File: config.mk
export PLATFORM = sky130hd
export DESIGN_NAME = sprite_motion_engine_flat
export DESIGN_NICKNAME = d
export VERILOG_FILES = /design/src/rtl/sprite_pkg.sv /design/src/rtl/sprite_motion_engine_if.sv /design/src/rtl/sprite_motion_engine_move_calc.sv /design/src/rtl/sprite_motion_engine.sv /design/src/flat_wrapper.sv
export SDC_FILE = /design/constraint.sdc
export NUM_CORES = 1
export LEC_CHECK = 0
export ABC_AREA = 1
export CORE_MARGIN = 2
export CORE_UTILIZATION = 50
export CTS_CLUSTER_SIZE = 8
export DETAILED_ROUTE_END_ITERATION = 10
export HOLD_SLACK_MARGIN = 0.15
export PLACE_DENSITY = 0.79
export SLEW_MARGIN = 20
export SYNTH_ARGS = -nofsm -noshare
export SYNTH_HDL_FRONTEND = slang
export SYNTH_SLANG_ARGS = --single-unit
File: constraint.sdc
create_clock -name clk -period 7.7 [get_ports clk]
set_clock_uncertainty 0.05 [all_clocks]
set_input_delay 2.31 -clock clk [delete_from_list [all_inputs] [get_ports clk]]
set_output_delay 2.31 -clock clk [all_outputs]
set_load 0.01 [all_outputs]
File: src/rtl/sprite_pkg.sv
// Shared game definitions: direction encodings, the motion FSM state encoding
// and the default movement step.
package sprite_pkg;

    // One-hot direction bits, shared by move_dir and map_moves.
    localparam logic [3:0] DIR_RIGHT = 4'b0001;
    localparam logic [3:0] DIR_UP    = 4'b0010;
    localparam logic [3:0] DIR_DOWN  = 4'b0100;
    localparam logic [3:0] DIR_LEFT  = 4'b1000;

    localparam int DEFAULT_STEP = 15;

    typedef enum logic [1:0] {
        IDLE,
        REQ,
        UPDATE,
        DONE
    } state_t;

endpackage

File: src/rtl/sprite_motion_engine_if.sv
// Map lookup handshake: the engine asks which directions are legal at (x, y)
// and the map answers with a one-cycle ack carrying the legal-direction mask.
interface sprite_motion_engine_if #(
    parameter int X_W = 11,
    parameter int Y_W = 10
);
    logic           map_req;
    logic [X_W-1:0] map_x;
    logic [Y_W-1:0] map_y;
    logic           map_ack;
    logic [3:0]     map_moves;

    modport master (
        output map_req, map_x, map_y,
        input  map_ack, map_moves
    );

    modport slave (
        input  map_req, map_x, map_y,
        output map_ack, map_moves
    );
endinterface

File: src/rtl/sprite_motion_engine_move_calc.sv
// Combinational next-position calculation for one sprite: legality check,
// step arithmetic, horizontal tunnel wrap and playfield clamping.
module move_calc
    import sprite_pkg::*;
#(
    parameter int X_W    = 11,
    parameter int Y_W    = 10,
    parameter int STEP   = DEFAULT_STEP,
    parameter int X_SPAN = 420,
    parameter int Y_SPAN = 465,
    parameter int WRAP_X = 1
) (
    input  logic [X_W-1:0] x,
    input  logic [Y_W-1:0] y,
    input  logic [3:0]     dir,
    input  logic [3:0]     moves,
    output logic [X_W-1:0] new_x,
    output logic [Y_W-1:0] new_y
);
    // One extra bit so x+STEP and x+X_SPAN never truncate.
    localparam logic [X_W:0] STEP_X = STEP[X_W:0];
    localparam logic [X_W:0] SPAN_X = X_SPAN[X_W:0];
    localparam logic [Y_W:0] STEP_Y = STEP[Y_W:0];
    localparam logic [Y_W:0] SPAN_Y = Y_SPAN[Y_W:0];

    logic [X_W:0] xe, x_r, x_l, nx;
    logic [Y_W:0] ye, y_u, y_d, ny;
    logic         legal;

    always_comb begin
        // NOTE: every variable gets a default before any branch, so no latch is inferred.
        xe    = {1'b0, x};
        ye    = {1'b0, y};
        x_r   = xe + STEP_X;
        x_l   = xe - STEP_X;
        y_u   = ye - STEP_Y;
        y_d   = ye + STEP_Y;
        nx    = xe;
        ny    = ye;
        legal = $onehot(dir) && ((dir & moves) != 4'b0000);

        if (legal) begin
            case (dir)
                DIR_RIGHT: begin
                    if (x_r < SPAN_X)     nx = x_r;
                    else if (WRAP_X != 0) nx = x_r - SPAN_X;
                end
                DIR_LEFT: begin
                    if (xe >= STEP_X)     nx = x_l;
                    else if (WRAP_X != 0) nx = xe + SPAN_X - STEP_X;
                end
                DIR_UP:   if (ye >= STEP_Y) ny = y_u;
                DIR_DOWN: if (y_d < SPAN_Y) ny = y_d;
                default: ;
            endcase
        end

        new_x = nx[X_W-1:0];
        new_y = ny[Y_W-1:0];
    end
endmodule

File: src/rtl/sprite_motion_engine.sv
// Per-frame sprite motion engine: on each tick, walks every sprite, asks the
// map which directions are legal at its position and applies the requested move.
module sprite_motion_engine
    import sprite_pkg::*;
#(
    parameter int NUM_SPRITES = 5,
    parameter int X_W         = 11,
    parameter int Y_W         = 10,
    parameter int STEP        = DEFAULT_STEP,
    parameter int X_SPAN      = 420,
    parameter int Y_SPAN      = 465,
    parameter int WRAP_X      = 1
) (
    input  logic                       clk,
    input  logic                       rst,
    input  logic                       tick,
    input  logic [4*NUM_SPRITES-1:0]   move_dir,
    input  logic [X_W*NUM_SPRITES-1:0] init_x,
    input  logic [Y_W*NUM_SPRITES-1:0] init_y,
    sprite_motion_engine_if.master     map_if,
    output logic [X_W*NUM_SPRITES-1:0] pos_x,
    output logic [Y_W*NUM_SPRITES-1:0] pos_y,
    output logic                       busy,
    output logic                       done,
    output logic                       overrun
);
    localparam int                 IDX_W    = (NUM_SPRITES > 1) ? $clog2(NUM_SPRITES) : 1;
    localparam logic [IDX_W-1:0]   LAST_IDX = IDX_W'(NUM_SPRITES - 1);

    state_t                     state;
    logic [IDX_W-1:0]           idx;
    logic [IDX_W-1:0]           nxt_idx;
    logic [4*NUM_SPRITES-1:0]   dir_lat;
    logic [3:0]                 moves_lat;
    logic [X_W-1:0]             new_x;
    logic [Y_W-1:0]             new_y;

    assign nxt_idx = idx + 1'b1;

    move_calc #(
        .X_W    (X_W),
        .Y_W    (Y_W),
        .STEP   (STEP),
        .X_SPAN (X_SPAN),
        .Y_SPAN (Y_SPAN),
        .WRAP_X (WRAP_X)
    ) u_move_calc (
        .x     (pos_x[idx*X_W +: X_W]),
        .y     (pos_y[idx*Y_W +: Y_W]),
        .dir   (dir_lat[idx*4 +: 4]),
        .moves (moves_lat),
        .new_x (new_x),
        .new_y (new_y)
    );

    // NOTE: all state here is updated with non-blocking assignments so every
    // read in this block sees the value from before the clock edge.
    always_ff @(posedge clk) begin
        if (rst) begin
            state          <= IDLE;
            idx            <= '0;
            dir_lat        <= '0;
            moves_lat      <= '0;
            map_if.map_req <= 1'b0;
            map_if.map_x   <= '0;
            map_if.map_y   <= '0;
            busy           <= 1'b0;
            done           <= 1'b0;
            overrun        <= 1'b0;
            pos_x          <= init_x;
            pos_y          <= init_y;
        end else begin
            done <= 1'b0;
            // A tick anywhere outside IDLE, DONE included, is dropped and flagged.
            if (tick && state != IDLE) overrun <= 1'b1;

            case (state)
                IDLE: begin
                    if (tick) begin
                        dir_lat        <= move_dir;
                        idx            <= '0;
                        map_if.map_req <= 1'b1;
                        map_if.map_x   <= pos_x[X_W-1:0];
                        map_if.map_y   <= pos_y[Y_W-1:0];
                        busy           <= 1'b1;
                        state          <= REQ;
                    end
                end
                REQ: begin
                    if (map_if.map_ack && map_if.map_req) begin
                        moves_lat      <= map_if.map_moves;
                        map_if.map_req <= 1'b0;
                        state          <= UPDATE;
                    end
                end
                UPDATE: begin
                    pos_x[idx*X_W +: X_W] <= new_x;
                    pos_y[idx*Y_W +: Y_W] <= new_y;
                    if (idx == LAST_IDX) begin
                        busy  <= 1'b0;
                        done  <= 1'b1;
                        state <= DONE;
                    end else begin
                        idx            <= nxt_idx;
                        map_if.map_req <= 1'b1;
                        map_if.map_x   <= pos_x[nxt_idx*X_W +: X_W];
                        map_if.map_y   <= pos_y[nxt_idx*Y_W +: Y_W];
                        state          <= REQ;
                    end
                end
                DONE:    state <= IDLE;
                default: state <= IDLE;
            endcase
        end
    end
endmodule

File: src/flat_wrapper.sv
// flat-port wrapper written by rule: the top's interface ports become plain ports
module sprite_motion_engine_flat import sprite_pkg::*;
#(
    parameter int NUM_SPRITES = 5,
    parameter int X_W         = 11,
    parameter int Y_W         = 10,
    parameter int STEP        = DEFAULT_STEP,
    parameter int X_SPAN      = 420,
    parameter int Y_SPAN      = 465,
    parameter int WRAP_X      = 1
)
  (clk, rst, tick, move_dir, init_x, init_y, pos_x, pos_y, busy, done, overrun, map_if_map_req, map_if_map_x, map_if_map_y, map_if_map_ack, map_if_map_moves);
  sprite_motion_engine_if #(.X_W(X_W), .Y_W(Y_W)) map_if_i ();
  input  logic clk;
  input  logic rst;
  input  logic tick;
  input  logic [4*NUM_SPRITES-1:0] move_dir;
  input  logic [X_W*NUM_SPRITES-1:0] init_x;
  input  logic [Y_W*NUM_SPRITES-1:0] init_y;
  output logic [X_W*NUM_SPRITES-1:0] pos_x;
  output logic [Y_W*NUM_SPRITES-1:0] pos_y;
  output logic busy;
  output logic done;
  output logic overrun;
  output wire logic [$bits(map_if_i.map_req)-1:0] map_if_map_req;
  output wire logic [$bits(map_if_i.map_x)-1:0] map_if_map_x;
  output wire logic [$bits(map_if_i.map_y)-1:0] map_if_map_y;
  input wire logic [$bits(map_if_i.map_ack)-1:0] map_if_map_ack;
  input wire logic [$bits(map_if_i.map_moves)-1:0] map_if_map_moves;
  assign map_if_map_req = map_if_i.map_req;
  assign map_if_map_x = map_if_i.map_x;
  assign map_if_map_y = map_if_i.map_y;
  assign map_if_i.map_ack = map_if_map_ack;
  assign map_if_i.map_moves = map_if_map_moves;
  sprite_motion_engine #(.NUM_SPRITES(NUM_SPRITES), .X_W(X_W), .Y_W(Y_W), .STEP(STEP), .X_SPAN(X_SPAN), .Y_SPAN(Y_SPAN), .WRAP_X(WRAP_X)) u_core (.clk(clk), .rst(rst), .tick(tick), .move_dir(move_dir), .init_x(init_x), .init_y(init_y), .map_if(map_if_i), .pos_x(pos_x), .pos_y(pos_y), .busy(busy), .done(done), .overrun(overrun));
endmodule
# Yosys cells after proc, flatten, opt, wreduce, memory -nomap -nowiden
# Cells that the tools add are included.
[word_totals]
input_bits = 133
reg_bits = 159
out_inout_bits = 130
word_cells = 107
[classes]
n_bitwise = 2
multipliers = 4
n_addsub = 13
shifts = 9
eq_ne = 13
order_cmp = 4
reduce_logical = 16
muxes = 34
[op_table]
columns = ["op", "n"]
rows = [
  ["two-way mux 55 bit", 2],
  ["variable part select 55 x 8 -> 11 bit", 2],
  ["two-way mux 50 bit", 2],
  ["variable part select 50 x 8 -> 10 bit", 2],
  ["negator 7 -> 34 bit", 2],
  ["bitwise mux 55 bit", 1],
  ["two-way mux 11 bit", 5],
  ["variable shift 11 x 34 -> 55 bit, first input constant", 1],
  ["variable part select 11 x 34 -> 55 bit", 1],
  ["bitwise mux 50 bit", 1],
  ["two-way mux 10 bit", 5],
  ["variable shift 10 x 34 -> 50 bit, first input constant", 1],
  ["variable part select 10 x 34 -> 50 bit", 1],
  ["case mux 11 bit (2 select lines)", 2],
  ["case mux 10 bit (2 select lines)", 2],
  ["subtractor 11 x 4 -> 11 bit, second input constant", 2],
  ["variable part select 20 x 6 -> 4 bit", 1],
  ["multiplier 3 x 4 -> 7 bit, second input constant", 2],
  ["adder 11 x 4 -> 12 bit, second input constant", 1],
  ["< comparator 12 x 9 -> 1 bit, second input constant", 1],
  ["multiplier 3 x 3 -> 6 bit, second input constant", 2],
  ["adder 10 x 4 -> 11 bit, second input constant", 1],
  ["adder 11 x 9 -> 11 bit, second input constant", 1],
  [">= comparator 11 x 4 -> 1 bit, second input constant", 1],
  ["other kinds (35)", 53],
]

# Longest topological paths before layout
[depth]
word_depth = 11
depth_mapped = 29
ltp_nobuf = 27

# By module
# Synthesis repeated with hierarchy kept, for this count alone.
[unflattened]
hier_cells = 1833
area_unflattened_um2 = 12286.8
[modules_own_cells]
columns = ["module", "cells_per_inst", "area_per_inst_um2", "seq_area_each_um2", "instances"]
rows = [
  ["sprite_motion_engine", 1415, 10083.4, 4234.1, 1],
  ["move_calc", 418, 2203.4, 0.0, 1],
]

# Worst setup path before layout
# No wires, ideal clock.
[synth_path]
path_type = "flip-flop to flip-flop"
from = "reg u_core.idx[0]"
to = "reg u_core.pos_y[40], data pin"
stages_incl_launch_ff = 26
setup_time_ps = 252
path_buffers = 4
arrival_time_ps = 3566
required_ps = 7398
period_less_slack_ps = 3868
path_slack_ps = 3832
path_cell_list = "dfxtp_1 > buf_4 > buf_4 > buf_4 > nand2_1 > nand3_1 > nand3_1 > o21ai_1 > inv_1 > fa_1 > inv_1 > ha_1 > ha_1 > nor3b_1 > nand2_1 > a21oi_2 > buf_4 > nand2_1 > nand2_1 > nand3_1 > nand4_1 > nand2_2 > nand3_1 > nand2_1 > nand2_1 > nand2_1"
[synth_between]
elab_chain_len = 11
word_cells_on_any_way = 26
classes_between = "6 x add/sub; 1 x mul; 2 x order compare; 3 x eq/ne; 4 x shift; 7 x mux; 1 x bitwise; 2 x reduce/logical"
[synth_rtl]
columns = ["item", "line", "text"]
rows = [
  ["start: declaration", "sprite_motion_engine.sv:31", "logic [IDX_W-1:0] idx;"],
  ["start signal: assignment", "sprite_motion_engine.sv:104", "idx <= nxt_idx;"],
  ["multiplier 3 x 3 -> 6 bit", "sprite_motion_engine.sv:49, sprite_motion_engine.sv:98", ""],
  ["variable part select 50 x 8 -> 10 bit", "sprite_motion_engine.sv:49", ".y (pos_y[idx*Y_W +: Y_W]),"],
  ["adder 10 x 4 -> 11 bit", "sprite_motion_engine_move_calc.sv:37", "y_d = ye + STEP_Y;"],
  ["< comparator 11 x 9 -> 1 bit", "sprite_motion_engine_move_calc.sv:53", "DIR_DOWN: if (y_d < SPAN_Y) ny = y_d;"],
  ["two-way mux 10 bit", "sprite_motion_engine_move_calc.sv:53", ""],
  ["case mux 10 bit (2 select lines)", "sprite_motion_engine_move_calc.sv:43", "case (dir)"],
  ["two-way mux 10 bit", "sprite_motion_engine_move_calc.sv:42", "if (legal) begin"],
  ["variable part select 10 x 34 -> 50 bit", "sprite_motion_engine.sv:98", "pos_y[idx*Y_W +: Y_W] <= new_y;"],
  ["bitwise mux 50 bit (*)", "sprite_motion_engine.sv:98", ""],
  ["two-way mux 50 bit (*)", "sprite_motion_engine.sv:77", "case (state)"],
  ["two-way mux 50 bit (*)", "sprite_motion_engine.sv:59", "if (rst) begin"],
  ["end signal: assignment", "sprite_motion_engine.sv:71", "pos_y <= init_y;"],
  ["end signal: indexed assignment", "sprite_motion_engine.sv:98", ""],
  ["end: declaration", "sprite_motion_engine.sv:22", "output logic [Y_W*NUM_SPRITES-1:0] pos_y,"],
]
# Mark *: on every way between the ends. The rest lies on a longest branch, timed or not. The select of a mux whose other input is x is not followed.
# A chain may end at the register's enable or synchronous reset.

# Worst setup path in the final report
[layout_path]
from = "reg u_core.idx[0]"
to = "reg u_core.pos_y[25], data pin"
# The elaborated chain is that of the path after synthesis.

==> summary.txt <==
Timing
  – Tmin final: around 5600 ps
  – Final hold viol count: 0
  – Slew margin rel.: 31.8%
  – RSZ-0062 raised after global routing: false
  – Fmax: 0.180 GHz
  – Final TNS setup: 0 ps
  – Worst slew pin tran: 1020 ps
  – Crit path setup slack, layout: between 2000 and 2500 ps
  – Fin. max-slew vios: 0
  – Final setup fails: 0
  – Worst hold slack: 418 ps
  – Final period util: 72.3%

Logic synthesis
  – Syn_nets: around 2000
  – Mapped cell area: approximately 12000 µm²
  – XOR/XNOR Fraction of Synth Area: less than 1%
  – YS warnings: 0
  – Compound-Gate Fraction of Synth Area: 17.6%
  – Post-synthesis cell count: 1835
  – Ys flop type: edfxtp_1
  – Post-synth EDFFs: 105
  – Synth area leaders: edfxtp_1, nand2_1, dfxtp_1, nand3_1, o21ai_0
  – Largest family of logic cells by synthesized area: simple AND/OR/NAND/NOR gates
  – Post-synth ARST share: 0%
  – Post-synth cell types: 54
  – Synth top area share: about a quarter
  – Adder-Cell Fraction of Synth Area: 2.19%
  – Syn avg cell area: 6.73 µm²
  – Share of the yosys chip area belonging to registers: 34.3%
  – Fraction of the mapped netlist area in simple logic gates: a little under two fifths
  – Number of synthesized register bits: 159
  – Largest area contributor in the synthesized netlist: edfxtp_1
  – Post-synthesis mux area share: 0%

Final layout
  – Most common cell after layout, fill and taps aside: nand2_1
  – Area growth syn-to-layout: 27.5%
  – Post-layout instance area: approximately 16000 µm²
  – Ant diodes: 0
  – Fin nets: ~2200
  – Share of layout cells above drive strength 1: ~7.2%
  – Most frequent cells in the layout: nand2_1, clkdlybuf4s50_1, nand3_1

Die
  – Core region area: around 24000 µm²
  – Num rows: 57
  – Die ar.: about 26000 µm²
  – Starting Density: approximately half
  – Chip Height: 161 µm
  – Die X-Extent: 161 µm
  – # IOs: 263

GRT
  – Largest net degree at the start of global routing: 68
  – First-pass GRT wire length: 79.2 mm
  – Total GRT Usage: 39.8%
  – Vias in the first global route: roughly 13000
  – Initial antenna violation count: 0
  – Grt ovf: 0

Critical path
  – Slowest Stage Delay on Critical Path: 660 ps
  – Worst path arrival time: 5840 ps
  – CP max stage cell: dfxtp_4
  – Crit path launch: u_core.idx[0]
  – Crit path buffers/inverters: 4
  – FF-to-FF Start: u_core.idx[0]
  – Startpoint types: flop
  – Crit Path Category: reg -> reg
  – Maximum fanout along the worst path: 67
  – CP required: 7970 ps
  – Endpoint type of the worst setup path: flop
  – Crit path depth: 18
  – CP top delay family: simple AND/OR/NAND/NOR gates
  – Crit-path cells: buf_4, ha_1, ha_1, inv_1, ha_1, nor2_1, ha_1, clkinv_1, nor2_1, inv_1, nor2_1, nand2_1, nor2_1, a21boi_0, nor2_1, a21boi_0, o21ai_1, nand2_1
  – Most used cell, CP: nor2_1
  – R2R cell count: 18

Clock network
  – Reg clk slew, reported paths: 70 ps
  – Sink Count: 159
  – Skew-Pair Late Insertion Delay: 440 ps
  – Post-CTS Resized: 0
  – Max clock buf depth: 2
  – CTS tree: done
  – CTS root buffer: clkbuf_16
  – # Post-CTS Setup Buffers: 0
  – CTS Buf Count: 17
  – CTS H-tree depth: 4
  – Hold-fix buffer count after cts: 0

Power and ir drop
  – Maximum vdd ir drop: 0.000127 V
  – Pwr Density: 209 nW/µm²
  – Static leakage: 0.00662 µW
  – Total Power: 3290 µW

Drt
  – DRC viols: 0
  – DR iter-0 viols: 2160
  – DR vias/cell: 6.15
  – Final ANT Viol Nets: 0
  – First drt pass iteration count: 6
  – Routed wire length per instance: 22.1 µm
  – Drt total wl: around 52 mm
  – Routed via count: 14600

Placed design
  – Post-DP HPWL: 39.3 mm
  – Port Buffers: 262
  – Placed Area: ~15000 µm²
  – GP Congestion: 0.997
  – Post-placement setup slack: around 2400 ps

Worst hold path
  – Hold path start: u_core.map_if.map_x[1]
  – Min-Delay Path Class: reg -> reg
  – Worst Hold Depth: 2

Job
  – Max-cap violations: 0

Run status
  – Status: finished, final reports clean
-- flip-flops by register name, summed over array words and instances, names as in the netlist, 2 cells and up --
signal,count
u_core.pos_x,55
u_core.pos_y,50
u_core.dir_lat,20
u_core.map_if.map_x,11
u_core.map_if.map_y,10
u_core.moves_lat,4
u_core.idx,3
u_core.state,2
-- through the flow --
stage / utilization [%] / instances
final: 64.9 / 2375
after global routing: 64.9 / 2375
after CTS: 64.9 / 2375
after detailed placement: 62.3 / 2343
after global placement: 62.3 / 2343
after floorplan: - / 1835
-- power breakdown --
part	switching, µW	internal (µW)	leakage (µW)
combinational	862	422	0.00480
clock	412	524	0.000303
sequential	83.0	987	0.00151
total	1360	1930	0.00662
-- tightest hold or removal path, cell delays in order (launching register included) --
cell and delay [ps]:
dfxtp_1 310, nand2_1 60, a21oi_1 50
-- worst paths after layout --
kind | end | slack (ps)
max | u_core.pos_y[25] | 2130
min | u_core.map_if.map_x[1] | 420
max reg2reg | u_core.pos_y[25] | 2130
min reg2reg | u_core.map_if.map_x[1] | 420
-- synth_stat cells (3+ instances only) --
cell / instances
buf_2: 16
nor3_1: 11
a221o_1: 22
nand2_2: 13
buf_1: 9
nand3_1: 186
xor2_1: 8
a22oi_1: 21
o22ai_1: 3
ha_1: 20
o31ai_1: 3
clkinv_1: 11
nand2_4: 3
nor2_1: 148
a31oi_1: 5
buf_6: 4
nand3_2: 6
or2_2: 4
o21ai_1: 41
dfxtp_1: 54
nand2_1: 595
nand4_2: 5
o211ai_1: 23
inv_1: 106
nor2_2: 3
nand4_1: 57
o21ai_2: 14
o21ai_4: 3
nor4_1: 3
o21ai_0: 129
edfxtp_1: 105
inv_2: 19
a21oi_1: 84
buf_4: 9
clkbuf_1: 63
-- metal layers --
| layer | vias up | share of wire (%) | GRT usage [%] |
|---|---|---|---|
| met3 | 155 | 13 | 8.68 |
| met4 | 0 | 3.7 | 13.8 |
| met5 | - | 0 | 0 |
| li1 | 6656 | - | - |
| met1 | 6686 | 39 | 55.9 |
| met2 | 1106 | 44 | 60.7 |
-- logic make-up after synthesis --
logic type | count (synthesis)
simple gates | 1045
compound gates | 360
buf+inv | 238
flops | 159
fa+ha+maj | 21
xor+xnor | 12
-- layout make-up --
cell class / count / area (µm²)
clock buffer: 17 / 425
inverter: 137 / 517
tap: 324 / 405
clock inverter: 15 / 199
fill: 2177 / 8510
multi-input combinational: 1438 / 7160
timing repair buffer: 285 / 2790
sequential: 159 / 4240
Note: power is estimated with default switching activity, not from simulation.
